==> src/rtl/lcd_hex_driver.sv <==
// ---------------------------------------------------------------------------
// lcd_hex_driver
//
// Write-only HD44780 controller for a 16x2 character LCD on an 8-bit bus.
// After power-up it runs the standard init sequence. It then refreshes the
// display forever: line 1 shows `a` and line 2 shows `b`, each as 16
// uppercase hex digits with the MSB first. There is no handshake toward the
// producer. Each line's value is snapshotted when that line's cursor command
// is issued, so a line never shows a mix of old and new input values.
//
// Ports
//   clk        in   system clock
//   reset      in   asynchronous, active-low reset
//   a          in   64-bit value shown on line 1
//   b          in   64-bit value shown on line 2
//   LCD_RS     out  0 = command, 1 = data
//   LCD_E      out  enable strobe (the LCD latches on the falling edge)
//   LCD_D      out  8-bit data bus (RW is tied low on the board)
//   init_done  out  high once initialisation has finished
//   frame_done out  one-cycle pulse per completed two-line refresh
// ---------------------------------------------------------------------------
module lcd_hex_driver #(
    parameter int T_POWERUP = 1_000_000,  // power-on wait before the first command
    parameter int T_EPULSE  = 25,         // E high time per write
    parameter int T_CMD     = 2500,       // wait after a normal write
    parameter int T_CLEAR   = 100_000     // wait after the first function set and after clear
) (
    input  logic        clk,
    input  logic        reset,
    input  logic [63:0] a,
    input  logic [63:0] b,
    output logic        LCD_RS,
    output logic        LCD_E,
    output logic [7:0]  LCD_D,
    output logic        init_done,
    output logic        frame_done
);

    localparam int MAX_AB = (T_POWERUP > T_EPULSE) ? T_POWERUP : T_EPULSE;
    localparam int MAX_CD = (T_CMD > T_CLEAR) ? T_CMD : T_CLEAR;
    localparam int MAX_T  = (MAX_AB > MAX_CD) ? MAX_AB : MAX_CD;
    localparam int CW     = $clog2(MAX_T + 1);

    typedef enum logic [1:0] {
        ST_POWER,
        ST_SETUP,
        ST_PULSE,
        ST_WAIT
    } state_t;

    // One hex digit as an uppercase ASCII character. The shift amount
    // 4*(15-k) equals {~k, 2'b00} for a 4-bit k, so digit 0 is the top nibble.
    function automatic logic [7:0] hex_char(input logic [63:0] sh, input logic [3:0] k);
        logic [3:0] n;
        n = 4'(sh >> {~k, 2'b00});
        return (n <= 4'd9) ? {4'h3, n} : (8'h37 + {4'h0, n});
    endfunction

    // {RS, D} for a given step of the init or refresh sequence.
    function automatic logic [8:0] step_word(input logic        init,
                                             input logic [5:0]  idx,
                                             input logic [63:0] sh_a,
                                             input logic [63:0] sh_b);
        logic [5:0] k;
        k = 6'd0;
        if (init) begin
            case (idx)
                6'd0, 6'd1, 6'd2: return {1'b0, 8'h38};  // function set: 8-bit, 2 lines
                6'd3:             return {1'b0, 8'h0C};  // display on, cursor off
                6'd4:             return {1'b0, 8'h06};  // entry mode: increment
                default:          return {1'b0, 8'h01};  // clear display
            endcase
        end else if (idx == 6'd0) begin
            return {1'b0, 8'h80};                        // cursor to line 1
        end else if (idx == 6'd17) begin
            return {1'b0, 8'hC0};                        // cursor to line 2
        end else if (idx < 6'd17) begin
            k = idx - 6'd1;
            return {1'b1, hex_char(sh_a, k[3:0])};
        end else begin
            k = idx - 6'd18;
            return {1'b1, hex_char(sh_b, k[3:0])};
        end
    endfunction

    state_t        r_state;
    logic [CW-1:0] r_cnt;
    logic          r_init_phase;  // 1 while the init sequence is running
    logic [5:0]    r_idx;         // init step 0..5, or refresh step 0..33
    logic [63:0]   r_sh_a;
    logic [63:0]   r_sh_b;

    logic          w_nxt_init;
    logic [5:0]    w_nxt_idx;
    logic [8:0]    w_nxt_word;
    logic [CW-1:0] w_wait;
    logic          w_frame_start;

    // Step sequencing and the wait length of the step currently on the bus.
    always_comb begin
        // NOTE: every signal gets a default first so no path can infer a latch.
        w_nxt_init = r_init_phase;
        w_nxt_idx  = r_idx + 6'd1;
        if (r_init_phase && r_idx == 6'd5) begin
            w_nxt_init = 1'b0;
            w_nxt_idx  = 6'd0;
        end else if (!r_init_phase && r_idx == 6'd33) begin
            w_nxt_idx = 6'd0;
        end
        w_nxt_word    = step_word(w_nxt_init, w_nxt_idx, r_sh_a, r_sh_b);
        w_frame_start = !w_nxt_init && (w_nxt_idx == 6'd0);
        w_wait        = (r_init_phase && (r_idx == 6'd0 || r_idx == 6'd5))
                        ? CW'(T_CLEAR - 1) : CW'(T_CMD - 1);
    end

    // Write engine. Every phase length is loaded as (cycles - 1) and counted
    // down to zero. POWER is loaded with T_POWERUP at reset, so the first
    // SETUP lands exactly T_POWERUP edges after reset is released.
    always_ff @(posedge clk or negedge reset) begin
        if (!reset) begin
            r_state      <= ST_POWER;
            r_cnt        <= CW'(T_POWERUP);
            r_init_phase <= 1'b1;
            r_idx        <= 6'd0;
            r_sh_a       <= '0;
            r_sh_b       <= '0;
            LCD_RS       <= 1'b0;
            LCD_E        <= 1'b0;
            LCD_D        <= 8'h00;
            init_done    <= 1'b0;
            frame_done   <= 1'b0;
        end else begin
            // NOTE: state registers use non-blocking assignments so every
            // read in this block sees the value from before the clock edge.
            frame_done <= 1'b0;
            case (r_state)
                ST_POWER: begin
                    if (r_cnt == '0) begin
                        r_state         <= ST_SETUP;
                        {LCD_RS, LCD_D} <= step_word(1'b1, 6'd0, r_sh_a, r_sh_b);
                    end else begin
                        r_cnt <= r_cnt - 1'b1;
                    end
                end
                ST_SETUP: begin
                    r_state <= ST_PULSE;
                    LCD_E   <= 1'b1;
                    r_cnt   <= CW'(T_EPULSE - 1);
                end
                ST_PULSE: begin
                    if (r_cnt == '0) begin
                        r_state <= ST_WAIT;
                        LCD_E   <= 1'b0;
                        r_cnt   <= w_wait;
                    end else begin
                        r_cnt <= r_cnt - 1'b1;
                    end
                end
                ST_WAIT: begin
                    if (r_cnt == '0) begin
                        r_state         <= ST_SETUP;
                        r_init_phase    <= w_nxt_init;
                        r_idx           <= w_nxt_idx;
                        {LCD_RS, LCD_D} <= w_nxt_word;
                        if (w_frame_start) begin
                            r_sh_a     <= a;
                            init_done  <= 1'b1;
                            // The old init_done value is still 0 on the first
                            // step 0 after init, so that step gets no pulse.
                            frame_done <= init_done;
                        end
                        if (!w_nxt_init && w_nxt_idx == 6'd17) begin
                            r_sh_b <= b;
                        end
                    end else begin
                        r_cnt <= r_cnt - 1'b1;
                    end
                end
                default: r_state <= ST_POWER;
            endcase
        end
    end

endmodule

==> config.mk <==
export PLATFORM = sky130hd
export DESIGN_NAME = lcd_hex_driver
export DESIGN_NICKNAME = d
export VERILOG_FILES = /design/src/rtl/lcd_hex_driver.sv
export SDC_FILE = /design/constraint.sdc
export NUM_CORES = 1
export LEC_CHECK = 0
export CORE_ASPECT_RATIO = 1.5
export CORE_UTILIZATION = 45
export CTS_BUF_LIST = sky130_fd_sc_hd__clkbuf_8
export CTS_CLUSTER_SIZE = 25
export DETAILED_ROUTE_END_ITERATION = 6
export PLACE_DENSITY_LB_ADDON = 0.15
export RECOVER_POWER = 50
export SYNTH_ARGS = -nofsm -noshare
export SYNTH_HDL_FRONTEND = slang
export SYNTH_SLANG_ARGS = --single-unit
export TNS_END_PERCENT = 30
==> constraint.sdc <==
create_clock -name clk -period 4.5 [get_ports clk]
set_clock_uncertainty 0.05 [all_clocks]
set_input_delay 0.9 -clock clk [delete_from_list [all_inputs] [get_ports clk]]
set_output_delay 0.9 -clock clk [all_outputs]
set_load 0.01 [all_outputs]
Word-level counts from Yosys, hierarchy flattened
Cells that the tools add are included.
- flip-flop bits (word level): 169
- bits in latches: 0
- memory bits (writable): 0
- ROM bits: 0
- output and inout bits: 12
- word-level logic and storage cells: 88
- memories kept: 0
- add/sub/neg operators: 6
- $mul: 0
- divide/modulo/power cells: 0
- order comparisons: 3
- eq/ne operators: 15
- shift operators: 2
- multiplexer cells: 27
- bitwise operators: 2
- reduce and logical (&&, ||, !) cells: 22
- operators by type and width (kind ; count):
    $shr 64x6->4 ; 2
    $pmux 20 s3 ; 1
    $mux 20 ; 2
    $mux 9 ; 3
    $mux 7 ; 3
    $logic_not 20->1 ; 1
    $sub 20x1->20 const B ; 1
    $pmux 6 s3 ; 1
    $mux 17 ; 1
    $mux 8 ; 2
    $pmux 8 s2 ; 1
    $add 6x4->7 const A ; 2
    $eq 6x2->1 const B ; 2
    $eq 6x3->1 const B ; 2
    $logic_not 6->1 ; 2
    $mux 6 ; 2
    $reduce_and 3->1 ; 3
    $le 4x4->1 const B ; 2
    $ne 2x2->1 const B ; 4
    $not 4->4 ; 2
    $add 6x1->6 const B ; 1
    $eq 6x1->1 const B ; 1
    $eq 6x5->1 const B ; 1
    $eq 6x6->1 const B ; 1
    18 further kinds ; 34

Longest topological paths before layout
- word-level depth: 15
- gate-level depth with buffers: 24

Worst setup path before layout
Ideal clock, no wire load.
- path type: register to register
- start: register r_idx[1]
- end: register LCD_D[3]
- setup time: 149 ps
- arrival time: 4567 ps
- data required time: 4301 ps
- slack: -266 ps
- cell stages (with the launch flop): 23
- path buffers: 6
- path through: dfrtp_1 -> inv_1 -> ha_1 -> or3b_1 -> buf_4 -> a21oi_4 -> buf_6 -> buf_2 -> nor2_1 -> ha_1 -> clkbuf_1 -> clkbuf_1 -> clkbuf_1 -> mux2i_1 -> a2111oi_0 -> a211oi_1 -> nor2_1 -> inv_1 -> ha_1 -> a2bb2o_1 -> nand3_2 -> o21ai_1 -> a221oi_2
- cells in the longest elaborated chain, start to end: 15
- RTL lines (element ; RTL line ; source):
    start, declared ; 89 ; logic [5:0] r_idx;
    start signal, assigned ; 163 ; r_idx <= w_nxt_idx;
    parallel branches: the longest is 3 deep, another holds $add 6x1->6 ; - ;
    $mux 6 * ; 104 ; if (r_init_phase && r_idx == 6'd5) begin
    net w_nxt_idx[1] ; 94 ; logic [5:0] w_nxt_idx;
    $sub 4x2->4 / $sub 4x1->4 (equally long branches) ; 81, 78 ;
    $not 4->4 ; 55 ; n = 4'(sh >> {~k, 2'b00});
    $shr 64x6->4 ; 55 ;
    $add 6x4->7 / $le 4x4->1 (equally long branches) ; 56 ; return (n <= 4'd9) ? {4'h3, n} : (8'h37 + {4'h0, n});
    $mux 7 ; 56 ;
    $mux 7 ; 77 ; end else if (idx < 6'd17) begin
    $mux 9 ; 75 ; end else if (idx == 6'd17) begin
    $mux 9 ; 73 ; end else if (idx == 6'd0) begin
    $mux 9 * ; 66 ; if (init) begin
    $mux 8 * ; 160 ; if (r_cnt == '0) begin
    $pmux 8 s2 * ; 136 ; case (r_state)
    end signal, assigned ; 140 ; {LCD_RS, LCD_D} <= step_word(1'b1, 6'd0, r_sh_a, r_sh_b);
    end signal, assigned ; 164 ; {LCD_RS, LCD_D} <= w_nxt_word;
    end, declared ; 34 ; output logic [7:0] LCD_D,
Mark *: on every way through the listed nets, which the timed path passes. The select of a mux whose other input is x is not followed.
A chain may end at the register's enable or synchronous reset.

Worst setup path in the final report
Same ends and word-level chain as after synthesis.

==> impl.org <==
** Status
- Result of the run :: finished with violations
- The final reports fail on capacitance limit, slew limit.

** CTS
- Clock insertion delay at the later pin of the skew report :: 0.48 ns
- Clock tree from TritonCTS :: built
- Clock sink count :: 169
- Number of buffers added by the clock tree synthesis step :: 17
- Root buffer cell :: sky130_fd_sc_hd__clkbuf_8
- H-tree depth :: 4
- Bufs on Longest Clock Path :: 2
- Clock-pin slew was measured on the worst setup and hold paths at 0.08 ns.
- Hold buffers post-CTS :: 0
- After clock tree synthesis, the setup repair step added 0 buffers.

** Drt
- Post-detailed-route via-to-cell ratio :: 5.59
- DRC viols :: 0
- Wire length after detailed routing :: 23,300 microns
- The first detailed-routing pass ran for 5 iterations.
- The count of nets left with antenna violations once routing finished came out at 0.
- DR vias :: about 7,100
- Routed length per placed instance :: 18.4 microns
- The first routing iteration left roughly 380 violations.

** STA
- The tightest hold path in the finished design has a slack of 0.429 ns.
- Number of endpoints failing setup at the final stage :: 0
- Max Clk Rate :: around 230 MHz
- Final cycle utilization of the critical path :: 95.8%
- Min Tclk post-route :: between 4 and 5 ns
- Slew Limit Headroom :: -62.9%
- At the pin with the least slew margin, the transition time is ~2.4 ns.
- The final count of pins violating max slew is 96.
- The hold violation total from the final report was 0.

** Place
- The congestion estimate from routability-driven global placement came to 0.916.
- Input/output buffers :: approximately 140
- The wire-length estimate of the detail-placed layout is 17,100 microns.
- Placed instance area :: 0.0112 sq mm

** Critical path
- Crit path cell chain :: inv_1, ha_1, or3b_1, a21oi_4, nor2_1, ha_1, inv_2, mux4_2, a2111oi_0, a211oi_1, nor2_2, inv_1, ha_1, a2bb2o_1, nand3_2, o21ai_1, a221oi_2
- The critical path in this run is classified as reg -> reg.
- Crit. End Element :: flip-flop
- Most numerous cell on the critical path :: sky130_fd_sc_hd__ha_1
- Worst path slowest cell :: sky130_fd_sc_hd__a2111oi_0
- Of all nets on the critical path, the largest fanout is 7.
- Kind of launch point of the worst setup path :: flip-flop
- Delay of the slowest cell on the worst path :: between 0.4 and 0.5 ns
- STA puts the critical path data arrival time at roughly 4.6 ns.
- Data on the critical path is required at its endpoint by 4.77 ns.

** Floorplan
- The floorplan step defined a die boundary enclosing around 0.021 sq mm.
- Once the floorplan was initialized, standard cells occupied a little under half of the core.
- Floorplan row count :: 64
- The die is 179 microns tall.
- about 140 I/O pins were placed.
- Core outline area :: 0.0204 sq mm
- The die is 120 microns wide.

** Synth
- Yosys printed 0 warnings.
- Fraction of synthesized cell area in xor and xnor cells :: 2.21%
- Mapped Avg Cell Area :: 11.2 sq um
- Mapped Nets :: 985
- In the synthesized netlist the async set-or-reset flop fraction comes to 100%.
- Netlist area before placement :: between 0.009 and 0.01 sq mm
- Post-synth EDFFs :: 0
- Cells after Synth :: between 800 and 900
- In the synthesized netlist the dominant register cell turns out to be sky130_fd_sc_hd__dfrtp_1.
- Number of register bits inferred by synthesis :: between 150 and 200
- Summing the areas of all compound-gate instances in the mapped netlist gives between 10% and 20% of the synthesized area.
- Dominant combinational cell family by area after synthesis :: multiplexers
- Sequential-to-total area share from yosys stat :: 45.3%
- Adder-cell area share of the yosys netlist :: 2.41%
- Multiplexer fraction of the synthesized cell area :: approximately 23%
- The netlist uses 82 different library cells.
- Post-synthesis share of cell area spent on and, or, nand and nor gates :: 11.4%

** Layout
- The finished cells cover about 0.012 sq mm.
- Fillcell total :: 1,806
- Number of diodes added for antenna fixing :: 0
- Of the cells placed in the final design, the portion with a size suffix greater than 1 is 19.1%.
- The area growth from synthesis to layout is 23.7%.
- Commonest cells after routing, fill and taps aside :: sky130_fd_sc_hd__dfrtp_1, sky130_fd_sc_hd__clkdlybuf4s50_1, sky130_fd_sc_hd__nor2_1
- Count of nets after finishing :: between 1,000 and 1,500
- Leaving out fill and tap cells, the most frequent cell in the layout is sky130_fd_sc_hd__dfrtp_1.

** GRT
- For this run the aggregate overflow at the end of global routing stands at 0.
- The first global-routing pass estimated 37,700 microns of wire.
- Maximum number of pins on one net before global-route repair :: between 90 and 100
- The number of antenna violations at the first check in global routing is 0.
- For this run, the total global-route usage over all layers was measured as 23.0%.
- The via count of the first global-routing pass was 7,178.

** Pwr
- In this run the power density over the cells is 240 mW/mm^2.
- For this design the static power due to leakage is about 0.0053 uW.
- The worst-case IR drop observed on VDD is between 0.15 and 0.2 mV.

** Run
- Max-cap violations in this run came to 1.

** Min path
- Hold Path Class :: reg -> reg
==> kinds of logic (layout without fill, tap and decap cells) <==
kind of cell,count (synthesis),in the layout
AND/OR/NAND/NOR,221,221
multiplexers,180,180
flip-flops,169,169
AO/OA/AOI/OAI,151,151
buffers and inverters,76,241
XOR/XNOR,22,22
adder cells (fa/ha/maj),18,18
==> Yosys cell counts (all sizes together) (2+ instances only) <==
cell type	n	share of area [%]
a21oi	27	1.6
a31oi	7	0.47
o21a	4	0.32
o211ai	5	0.40
o2111ai	3	0.28
nor4	4	0.27
a32oi	3	0.28
nor3b	3	0.36
buf	29	2.4
and2	9	0.60
nor2	88	3.6
o2bb2ai	3	0.28
ha	18	2.4
nor2b	12	0.80
o31ai	3	0.29
nand3b	2	0.16
dfrtp	161	43
clkbuf	24	0.96
a2111oi	13	1.2
xnor2	11	1.0
nand3	17	1.0
mux2i	33	3.5
o32a	2	0.21
a221o	3	0.32
mux4	12	2.9
a211o	4	0.37
inv	23	0.92
a211oi	9	0.86
dfstp	8	2.2
a221oi	5	0.53
or3	14	0.94
xor2	10	0.94
nand2	44	1.8
or4	2	0.16
or2	4	0.27
a22oi	4	0.32
nor3	15	0.80
mux2	135	16
o32ai	2	0.19
or3b	3	0.28
o22ai	3	0.20
o21ai	31	1.7
a21o	3	0.24
==> metrics by stage <==
step,std cells,setup slack (ns),util [%],total power (uW),TNS [ns]
after detailed placement,1234,0.0277,54.7,1700,0
after floorplan,837,-0.0338,-,1550,-0.0887
final,1266,0.187,56.7,2780,0
after CTS,1266,0.0942,56.7,2820,0
after global routing,1266,-0.000821,56.7,2890,-0.000821
after global placement,1234,0.150,54.7,1700,0
==> sequential cells by signal, summed over array words and instances (netlist names) <==
| signal | flops |
|---|---|
| r_sh_a | 64 |
| init_done | 1 |
| LCD_E | 1 |
| LCD_RS | 1 |
| r_state | 2 |
| r_idx | 6 |
| r_sh_b | 64 |
| r_init_phase | 1 |
| frame_done | 1 |
| LCD_D | 8 |
| r_cnt | 20 |
==> final cells by class <==
| cell class | count | area (sq um) | share of cell area, % |
|---|---|---|---|
| well taps | 264 | 330 | 2.85 |
| clock buffers | 19 | 262 | 2.26 |
| clock inverters | 13 | 140 | 1.21 |
| repair buffers | 186 | 1780 | 15.3 |
| multi-input cells | 592 | 4740 | 41.0 |
| flip-flops and latches | 169 | 4240 | 36.6 |
| inverters | 23 | 86.3 | 0.746 |
==> report_power, final <==
group	internal [uW]	leakage [uW]	switching (uW)
clock network	527	0.000207	584
logic	98.3	0.00283	49.5
registers	1520	0.00226	0
total	2140	0.00531	634
==> timing repair <==
action,CTS,global route
endpoints found under the hold margin,0,0
gates resized for setup,1,4
endpoints found under the setup margin,1,5
==> worst max-delay path, delay by kind of cell (launching register included) <==
kind / cells / cell delay, ns
simple gates: 4 / 0.92
flops: 1 / 0.38
mux: 1 / 0.31
buf+inv: 3 / 0.36
fa+ha+maj: 3 / 0.73
compound gates: 6 / 1.42
==> per-layer routing <==
layer / track usage [%] / share of wire [%] / up-vias
met5: 0 / 0 / -
met4: 9.38 / 2.9 / 0
met2: 40.2 / 51 / 189
met1: 28.3 / 43 / 3497
li1: - / - / 3353
met3: 3.61 / 3.3 / 40
==> worst paths after layout <==
kind                                    to  slack, ns  cells past startpoint     start
worst min register to register      LCD_RS       0.43                      2    LCD_RS
worst max-delay path              LCD_D[3]       0.19                     17  r_idx[1]
min in group asynchronous        init_done       1.10                      1     reset
worst max register to register    LCD_D[3]       0.19                     17  r_idx[1]
worst min-delay path                LCD_RS       0.43                      2    LCD_RS
max in group asynchronous       r_sh_a[55]       1.11                      2     reset
Power figures use the tool's default switching activity.
